===== src/rtl/i2c_cmd_scheduler.sv =====
// rtl/i2c_cmd_scheduler.sv - picks the next i2cmaster command: queued PC instruction or periodic temperature poll
// One command in flight at a time; a watchdog aborts transactions whose completion never arrives.
module i2c_cmd_scheduler #(
  parameter int unsigned POLL_CYCLES    = 100_000_000,
  parameter int unsigned TIMEOUT_CYCLES = 2_000_000,
  parameter int unsigned MAX_PC_BURST   = 4,
  parameter logic [7:0]  DEF_MODE       = 8'h02,
  parameter logic [7:0]  DEF_ADDR       = 8'h00
) (
  input  logic        clk,
  input  logic        reset,
  input  logic        pc_valid,
  input  logic [7:0]  pc_mode,
  input  logic [7:0]  pc_addr,
  input  logic [15:0] pc_data,
  output logic        pc_pop,
  input  logic        master_free,
  input  logic        i2c_done,
  input  logic        full_resbuf,
  output logic        i2c_start,
  output logic [7:0]  i2c_mode,
  output logic [7:0]  i2c_address,
  output logic [15:0] i2c_data,
  output logic [1:0]  i2c_tag,
  output logic        i2c_abort,
  output logic        timeout_err,
  output logic        poll_overrun
);
  localparam int PW = $clog2(POLL_CYCLES);
  localparam int WW = $clog2(TIMEOUT_CYCLES);
  localparam int BW = $clog2(MAX_PC_BURST + 1);
  localparam logic [PW-1:0] POLL_LAST = PW'(POLL_CYCLES - 1);
  localparam logic [WW-1:0] WD_LAST   = WW'(TIMEOUT_CYCLES - 1);
  localparam logic [BW-1:0] BURST_MAX = BW'(MAX_PC_BURST);
  localparam logic [1:0]    TAG_DEF   = 2'b01;
  localparam logic [1:0]    TAG_PC    = 2'b10;

  typedef enum logic [1:0] {S_IDLE, S_ISSUE, S_BUSY} state_t;

  state_t        state;
  logic [PW-1:0] poll_cnt;
  logic          poll_due;
  logic [BW-1:0] burst_cnt;
  logic [WW-1:0] watchdog;
  logic [7:0]    cmd_mode;
  logic [7:0]    cmd_addr;
  logic [15:0]   cmd_data;
  logic [1:0]    cmd_tag;

  logic poll_wrap;
  logic can_grant;
  logic take_def;
  logic take_pc;

  assign poll_wrap = (poll_cnt == POLL_LAST);
  assign can_grant = (state == S_IDLE) && master_free && !full_resbuf;
  // PC normally wins; the poll only forces its way in once the PC burst allowance is used up
  assign take_def  = can_grant && poll_due && (!pc_valid || burst_cnt == BURST_MAX);
  assign take_pc   = can_grant && pc_valid && !take_def;

  always_ff @(posedge clk or posedge reset) begin
    if (reset) begin
      state        <= S_IDLE;
      poll_cnt     <= '0;
      poll_due     <= 1'b0;
      burst_cnt    <= '0;
      watchdog     <= '0;
      cmd_mode     <= '0;
      cmd_addr     <= '0;
      cmd_data     <= '0;
      cmd_tag      <= '0;
      pc_pop       <= 1'b0;
      i2c_start    <= 1'b0;
      i2c_mode     <= '0;
      i2c_address  <= '0;
      i2c_data     <= '0;
      i2c_tag      <= '0;
      i2c_abort    <= 1'b0;
      timeout_err  <= 1'b0;
      poll_overrun <= 1'b0;
    end else begin
      pc_pop       <= 1'b0;
      i2c_start    <= 1'b0;
      i2c_abort    <= 1'b0;
      timeout_err  <= 1'b0;
      poll_overrun <= 1'b0;

      poll_cnt <= poll_wrap ? '0 : poll_cnt + 1'b1;
      // a wrap landing on the default grant opens a fresh interval instead of overrunning
      if (poll_wrap) begin
        poll_due <= 1'b1;
        if (poll_due && !take_def) poll_overrun <= 1'b1;
      end else if (take_def) begin
        poll_due <= 1'b0;
      end

      case (state)
        S_IDLE: begin
          if (take_def) begin
            cmd_mode  <= DEF_MODE;
            cmd_addr  <= DEF_ADDR;
            cmd_data  <= 16'h0000;
            cmd_tag   <= TAG_DEF;
            burst_cnt <= '0;
            state     <= S_ISSUE;
          end else if (take_pc) begin
            cmd_mode  <= pc_mode;
            cmd_addr  <= pc_addr;
            cmd_data  <= pc_data;
            cmd_tag   <= TAG_PC;
            pc_pop    <= 1'b1;
            burst_cnt <= poll_due ? burst_cnt + 1'b1 : '0;
            state     <= S_ISSUE;
          end
        end
        S_ISSUE: begin
          i2c_start   <= 1'b1;
          i2c_mode    <= cmd_mode;
          i2c_address <= cmd_addr;
          i2c_data    <= cmd_data;
          i2c_tag     <= cmd_tag;
          watchdog    <= '0;
          state       <= S_BUSY;
        end
        S_BUSY: begin
          if (i2c_done) begin
            state <= S_IDLE;
          end else if (watchdog == WD_LAST) begin
            i2c_abort   <= 1'b1;
            timeout_err <= 1'b1;
            state       <= S_IDLE;
          end else begin
            watchdog <= watchdog + 1'b1;
          end
        end
        default: state <= S_IDLE;
      endcase
    end
  end

endmodule


===== config.mk =====
export PLATFORM = sky130hd
export DESIGN_NAME = i2c_cmd_scheduler
export DESIGN_NICKNAME = d
export VERILOG_FILES = /design/src/rtl/i2c_cmd_scheduler.sv
export SDC_FILE = /design/constraint.sdc
export NUM_CORES = 1
export LEC_CHECK = 0
export CAP_MARGIN = 20
export CORE_ASPECT_RATIO = 0.75
export CORE_UTILIZATION = 45
export CTS_BUF_LIST = sky130_fd_sc_hd__clkbuf_8
export DETAILED_ROUTE_END_ITERATION = 16
export GPL_TIMING_DRIVEN = 0
export PLACE_DENSITY = 0.69
export SYNTH_ARGS = -nofsm -noshare
export SYNTH_HDL_FRONTEND = slang
export SYNTH_SLANG_ARGS = --single-unit

===== constraint.sdc =====
create_clock -name clk -period 4.8 [get_ports clk]
set_input_delay 1.2 -clock clk [delete_from_list [all_inputs] [get_ports clk]]
set_output_delay 1.2 -clock clk [all_outputs]
set_load 0.05 [all_outputs]

# --- Word-level counts from Yosys, hierarchy flattened ---
# Index checks and enable logic that the tools add are counted.
totals:
  regBits: 126
  inputBits: 38
  output_inout_bits: 39
  word_cells: 78
classes:
  n_addsub: 3
  eq_ne: 9
  n_mux: 31
  reduce_logical: 18
ops:
  columns: ["op", "n"]
  rows:
  - ["2-to-1 mux 21 bit", 2]
  - ["one-hot mux 21 bit (2 select lines)", 1]
  - ["2-to-1 mux 16 bit", 2]
  - ["2-to-1 mux 8 bit", 4]
  - ["adder 27 x 1 -> 27 bit (second input constant)", 1]
  - ["== test 27 bit (second input constant)", 1]
  - ["2-to-1 mux 27 bit", 1]
  - ["adder 21 x 1 -> 21 bit (second input constant)", 1]
  - ["== test 21 bit (second input constant)", 1]
  - ["2-to-1 mux 2 bit", 6]
  - ["2-to-1 mux 1 bit", 11]
  - ["2-to-1 mux 3 bit", 3]
  - ["logical AND 1 bit", 7]
  - ["!= test 3 bit (second input constant)", 2]
  - ["one-hot mux 2 bit (3 select lines)", 1]
  - ["nonzero test 2 bit", 3]
  - ["!= test 2 bit (second input constant)", 2]
  - ["AND reduction 2 bit", 2]
  - ["adder 3 x 1 -> 3 bit (second input constant)", 1]
  - ["== test 3 bit (second input constant)", 1]
  - ["logical NOT 1 bit", 3]
  - ["AND reduction 3 bit", 1]
  - ["== test 2 x 1 -> 1 bit (second input constant)", 1]
  - ["== test 2 bit (second input constant)", 1]
  - ["other kinds (2)", 2]

# --- Logic depth before layout (Yosys ltp) ---
depth:
  ltp_word: 10
  depth_mapped: 7
  mapped_depth_nobuf: 6

# --- Worst setup path before layout ---
# Ideal clock, no wire load.
synth_path:
  kind: "in2reg"
  start: "input port full_resbuf"
  end: "register cmd_addr[0]"
  setup_time_ns: 0.066
  t_arrival_ns: 2.416
  required_ns: 4.734
  slack_ns: 2.318
  stages: 5
  n_path_buf: 1
  cell_sequence: "nor4b_1 nand2_1 a31oi_1 buf_2 a22o_1"
synth_between:
  elab_chain_cells: 8
  elab_cells_between_ends: 10
  cone_classes: "mux (1); reduce/logical (9)"
synth_rtl:
  columns: ["element", "line", "text"]
  rows:
  - ["start, declared", "19", "input logic full_resbuf,"]
  - ["logical NOT 1 bit (*)", "56", "assign can_grant = (state == S_IDLE) && master_free && !full_resbuf;"]
  - ["logical AND 1 bit (*)", "56", null]
  - ["logical AND 1 bit (2 in a row)", "58", "assign take_def = can_grant && poll_due && (!pc_valid || burst_cnt == BURST_MAX);"]
  - ["logical NOT 1 bit", "59", "assign take_pc = can_grant && pc_valid && !take_def;"]
  - ["logical AND 1 bit", "59", null]
  - ["nonzero test 2 bit (no source line)", null, null]
  - ["AND reduction 2 bit (no source line)", null, null]
  - ["end signal, assigned", "108", "cmd_addr <= pc_addr;"]
  - ["end, declared", "46", "logic [7:0] cmd_addr;"]
# Mark *: on every way between the ends. The rest lies on a longest branch, timed or not.
# A chain may end at the register's enable or synchronous reset.

# --- Worst setup path in the final report ---
layout_path:
  start: "input port master_free"
  end: "register cmd_data[7]"
layout_between:
  elab_chain_cells: 8
  elab_cells_between_ends: 10
  cone_classes: "mux (1); reduce/logical (9)"
layout_rtl:
  columns: ["element", "line", "text"]
  rows:
  - ["start, declared", "17", "input logic master_free,"]
  - ["logical AND 1 bit (*) (2 in a row)", "56", null]
  - ["logical AND 1 bit (2 in a row)", "58", null]
  - ["logical NOT 1 bit", "59", null]
  - ["logical AND 1 bit", "59", null]
  - ["nonzero test 2 bit (no source line)", null, null]
  - ["AND reduction 2 bit (no source line)", null, null]
  - ["end signal, assigned", "109", "cmd_data <= pc_data;"]
  - ["end, declared", "47", "logic [15:0] cmd_data;"]
# Marked as above.

==> flow_results.xml <==
<?xml version="1.0" encoding="UTF-8"?>
<metrics>
  <group name="run_status">
    <metric name="status" unit="">finished, final reports clean</metric>
  </group>
  <group name="clock_tree">
    <metric name="tritoncts" unit="">built</metric>
    <metric name="cts.sinks" unit="">126</metric>
    <metric name="numCtsBuffers" unit="">17</metric>
    <metric name="insertion_delay" unit="ns">0.44</metric>
    <metric name="post_cts_resized" unit="">0</metric>
    <metric name="maximum_clock_path_buffer_count" unit="">2</metric>
    <metric name="post_cts_clock_slew_at_the_launch_and_capture_registers_of_the_worst_setup_and_hold_paths" unit="ns">0.08</metric>
    <metric name="postCtsSetupBuffers" unit="">0</metric>
    <metric name="h-tree-depth" unit="">4</metric>
    <metric name="post_cts_hold_buffer_count" unit="">0</metric>
    <metric name="cts_root_buffer" unit="">clkbuf_8</metric>
  </group>
  <group name="synth">
    <metric name="synth_seq_area_share" unit="%">58.05</metric>
    <metric name="postSynth.topFlopCell" unit="">dfrtp_1</metric>
    <metric name="async_flop_share" unit="%">100.0</metric>
    <metric name="synth_common_cells" unit="">131 x nand2_1, 126 x dfrtp_1, 32 x a22o_1, 25 x nor2_1</metric>
    <metric name="postSynthNetCount" unit="">571</metric>
    <metric name="number_of_synthesized_flops_with_an_enable_pin" unit="">0</metric>
    <metric name="netlist_area" unit="mm^2">0.005431</metric>
    <metric name="most_numerous_cell_in_the_yosys_netlist" unit="">nand2_1</metric>
    <metric name="post_synth_cell_types" unit="">53</metric>
    <metric name="netlist_instances" unit="">529</metric>
    <metric name="top_post_synthesis_cells_by_area" unit="">dfrtp_1 58%, nand2_1 9.1%, a22o_1 5.2%</metric>
    <metric name="area_fraction_of_the_dominant_cell_type_after_synthesis" unit="%">58.05</metric>
    <metric name="yosys.area.top_type" unit="">dfrtp_1</metric>
    <metric name="synth_warnings" unit="">0</metric>
    <metric name="yosys_register_bits" unit="">126</metric>
    <metric name="avgSynthCellArea" unit="um^2">10.27</metric>
  </group>
  <group name="sta">
    <metric name="finalMaxSlewViolations" unit="">0</metric>
    <metric name="setup_repair_after_global_routing_missed_its_margin" unit="">no</metric>
    <metric name="final.period_utilization" unit="%">63.52</metric>
    <metric name="report.final.hold_viol_count" unit="">0</metric>
    <metric name="fin_skew" unit="ns">0.01218</metric>
    <metric name="setup_violations" unit="">0</metric>
    <metric name="fin_tns_setup" unit="ns">0</metric>
    <metric name="tightest_slew" unit="ns">0.7623</metric>
    <metric name="post-route-worst-setup-slack" unit="ns">1.751</metric>
    <metric name="finalWorstPathRequiredPeriod" unit="ns">3.049</metric>
    <metric name="maxClockFrequency" unit="MHz">328.0</metric>
    <metric name="slew_headroom" unit="%">48.94</metric>
  </group>
  <group name="global_routing">
    <metric name="antenna_found_initial" unit="">0</metric>
    <metric name="grt_pass1_wl" unit="um">21390</metric>
    <metric name="grt.overflow.total" unit="">0</metric>
    <metric name="pin_count_of_the_biggest_net_entering_global_routing" unit="">103</metric>
    <metric name="grt_util_all_layers" unit="%">22.23</metric>
    <metric name="grt_pass1_vias" unit="">4266</metric>
  </group>
  <group name="worst_setup_path">
    <metric name="reg2regPathDepth" unit="">7</metric>
    <metric name="crit_path_max_incr_delay" unit="ns">0.59</metric>
    <metric name="critPathKind" unit="">in2reg</metric>
    <metric name="crit_fanout" unit="">10</metric>
    <metric name="timing.critical_path.cells" unit="">clkdlybuf4s50_1 -&gt; nor4b_1 -&gt; nand2_1 -&gt; a31oi_1 -&gt; buf_2 -&gt; a22o_1</metric>
    <metric name="timing.critical_path.to_type" unit="">flop</metric>
    <metric name="r2r-end" unit="">watchdog[6]</metric>
    <metric name="worstSetupEndpoint" unit="">cmd_data[7]</metric>
    <metric name="arrival" unit="ns">3.42</metric>
    <metric name="cp.required" unit="ns">5.17</metric>
    <metric name="critical_path.startpoint" unit="">master_free</metric>
    <metric name="worstReg2RegStart" unit="">watchdog[0]</metric>
    <metric name="start_kind" unit="">input pin</metric>
    <metric name="critical_path.slowest_cell" unit="">a31oi_1</metric>
    <metric name="r2r_setup_slack" unit="ns">2.47</metric>
  </group>
  <group name="die">
    <metric name="io_count" unit="">77</metric>
    <metric name="initial_core_util" unit="%">46.60</metric>
    <metric name="die_w" unit="um">128.9</metric>
    <metric name="die_height" unit="um">97.15</metric>
    <metric name="placementRows" unit="">34</metric>
    <metric name="fp.dieArea" unit="mm^2">0.01252</metric>
    <metric name="coreArea" unit="mm^2">0.01166</metric>
  </group>
  <group name="place">
    <metric name="dpl.hpwl" unit="um">8513</metric>
    <metric name="dp_cells" unit="">768</metric>
    <metric name="place.port_buffers" unit="">76</metric>
    <metric name="detailedPlace.worstSlack" unit="ns">1.360</metric>
    <metric name="gp_congestion" unit="">0.8746</metric>
  </group>
  <group name="finish">
    <metric name="fillers" unit="">1017</metric>
    <metric name="post_layout_nonfiller_instances" unit="">800</metric>
    <metric name="flow.area_growth_from_synthesis" unit="%">26.79</metric>
    <metric name="n_antenna_cell" unit="">0</metric>
    <metric name="final_net_count" unit="">667</metric>
    <metric name="post_route_cells_drive_above_1_share" unit="%">8.777</metric>
  </group>
  <group name="detailed_routing">
    <metric name="wl_per_cell" unit="um">15.73</metric>
    <metric name="viasPerCell" unit="">5.360</metric>
    <metric name="drc_marker_count_from_the_first_detailed_route_iteration" unit="">236</metric>
    <metric name="routed_wirelength" unit="um">12580</metric>
    <metric name="number_of_iterations_in_the_first_detailed_routing_pass" unit="">4</metric>
    <metric name="drt.antenna.violating_nets" unit="">0</metric>
    <metric name="remaining_drc_errors" unit="">0</metric>
    <metric name="dr_total_vias" unit="">4288</metric>
  </group>
  <group name="pwr">
    <metric name="worst_ir_drop_vdd" unit="mV">0.3225</metric>
    <metric name="pleak" unit="nW">3.127</metric>
    <metric name="power_per_cell_area" unit="mW/mm^2">536.6</metric>
  </group>
  <group name="hold_path">
    <metric name="min-delay-path-class" unit="">reg2reg</metric>
  </group>
  <group name="flow_run">
    <metric name="drv.max_cap_violation_count" unit="">0</metric>
  </group>
</metrics>
-- per-layer routing --
| layer | vias to the layer above | part of all wire (%) | GRT usage [%] |
|---|---|---|---|
| met3 | 22 | 5.2 | 5.672 |
| met4 | 0 | 1.7 | 9.593 |
| met2 | 116 | 46 | 33.14 |
| met1 | 2095 | 47 | 30.67 |
| met5 | - | 0 | 0 |
| li1 | 2055 | - | - |
-- power breakdown --
| part | switching (mW) | total (mW) | internal [mW] |
|---|---|---|---|
| combinational | 0.768 | 1.17 | 0.406 |
| sequential | 0.158 | 1.47 | 1.31 |
| clock | 0.443 | 1.05 | 0.612 |
-- placed cells by master, fill, tap and decap left out, types with 5 or more instances in the layout --
cell             count
o21ai_1             20
a31oi_1              7
dfrtp_1            126
nand2_1            131
nor2_1              25
nand4_1             15
and3_1               6
nand3_1             20
o31ai_1              8
a21oi_1             14
clkbuf_1            11
nor3_1               6
xor2_1               9
nand2b_1             5
clkdlybuf4s50_1     76
a22o_1              32
inv_1               11
clkbuf_8            20
xnor2_1             10
-- through the flow --
stage	util, %	area, um^2	hold slack (ns)	power (mW)
floorplan	-	5431	0.4311	2.225
global placement	54.86	6395	0.4494	2.628
detailed placement	55.14	6427	0.4541	2.659
CTS	59.08	6887	0.4690	3.723
global route	59.08	6887	0.4792	3.877
finish	59.08	6887	0.4627	3.696
-- cell families (layout without fill, tap and decap cells) --
logic type      Yosys count  count (layout)  share of synthesized area (%)
simple gates            238             238                          21.08
mux                       2               2                         0.3686
flops                   126             126                          58.05
xor+xnor                 19              19                          3.064
compound gates          104             104                          13.59
fa+ha+maj                 4               4                         0.9215
buf+inv                  36             145                          2.926
-- worst max-delay path, delay by kind of cell --
kind / cells / cell delay [ns]
simple gates: 2 / 0.57
buf+inv: 2 / 0.86
compound gates: 2 / 0.78
-- layout make-up --
cell class / count / area, um^2 / share of cell area [%]
Tap cell: 162 / 202.7 / 2.943
Sequential cell: 126 / 3153 / 45.78
Clock buffer: 20 / 275.3 / 3.997
Multi-Input combinational cell: 367 / 2120 / 30.78
Inverter: 14 / 57.56 / 0.8358
Buffer: 22 / 106.4 / 1.544
Clock inverter: 12 / 183.9 / 2.671
Timing Repair Buffer: 77 / 788.3 / 11.45
-- registers in the layout, indices dropped and copies added, names as in the netlist --
register and count:
watchdog 21, poll_due 1, cmd_data 16, poll_overrun 1, i2c_start 1, i2c_data 16
i2c_tag 2, pc_pop 1, cmd_mode 8, burst_cnt 3, i2c_address 8, timeout_err 1
cmd_tag 2, state 2, poll_cnt 27, cmd_addr 8, i2c_mode 8
-- how the worst min path moves through the flow --
stage,start,to,cells past startpoint
finish,cmd_data[0],i2c_data[0],2
floorplan,poll_cnt[0],poll_cnt[0],1
global route,poll_cnt[0],poll_cnt[0],1
detailed placement,cmd_addr[7],i2c_address[7],2
CTS,cmd_data[0],i2c_data[0],2
global placement,cmd_addr[2],i2c_address[2],2
Power figures use the tool's default switching activity.
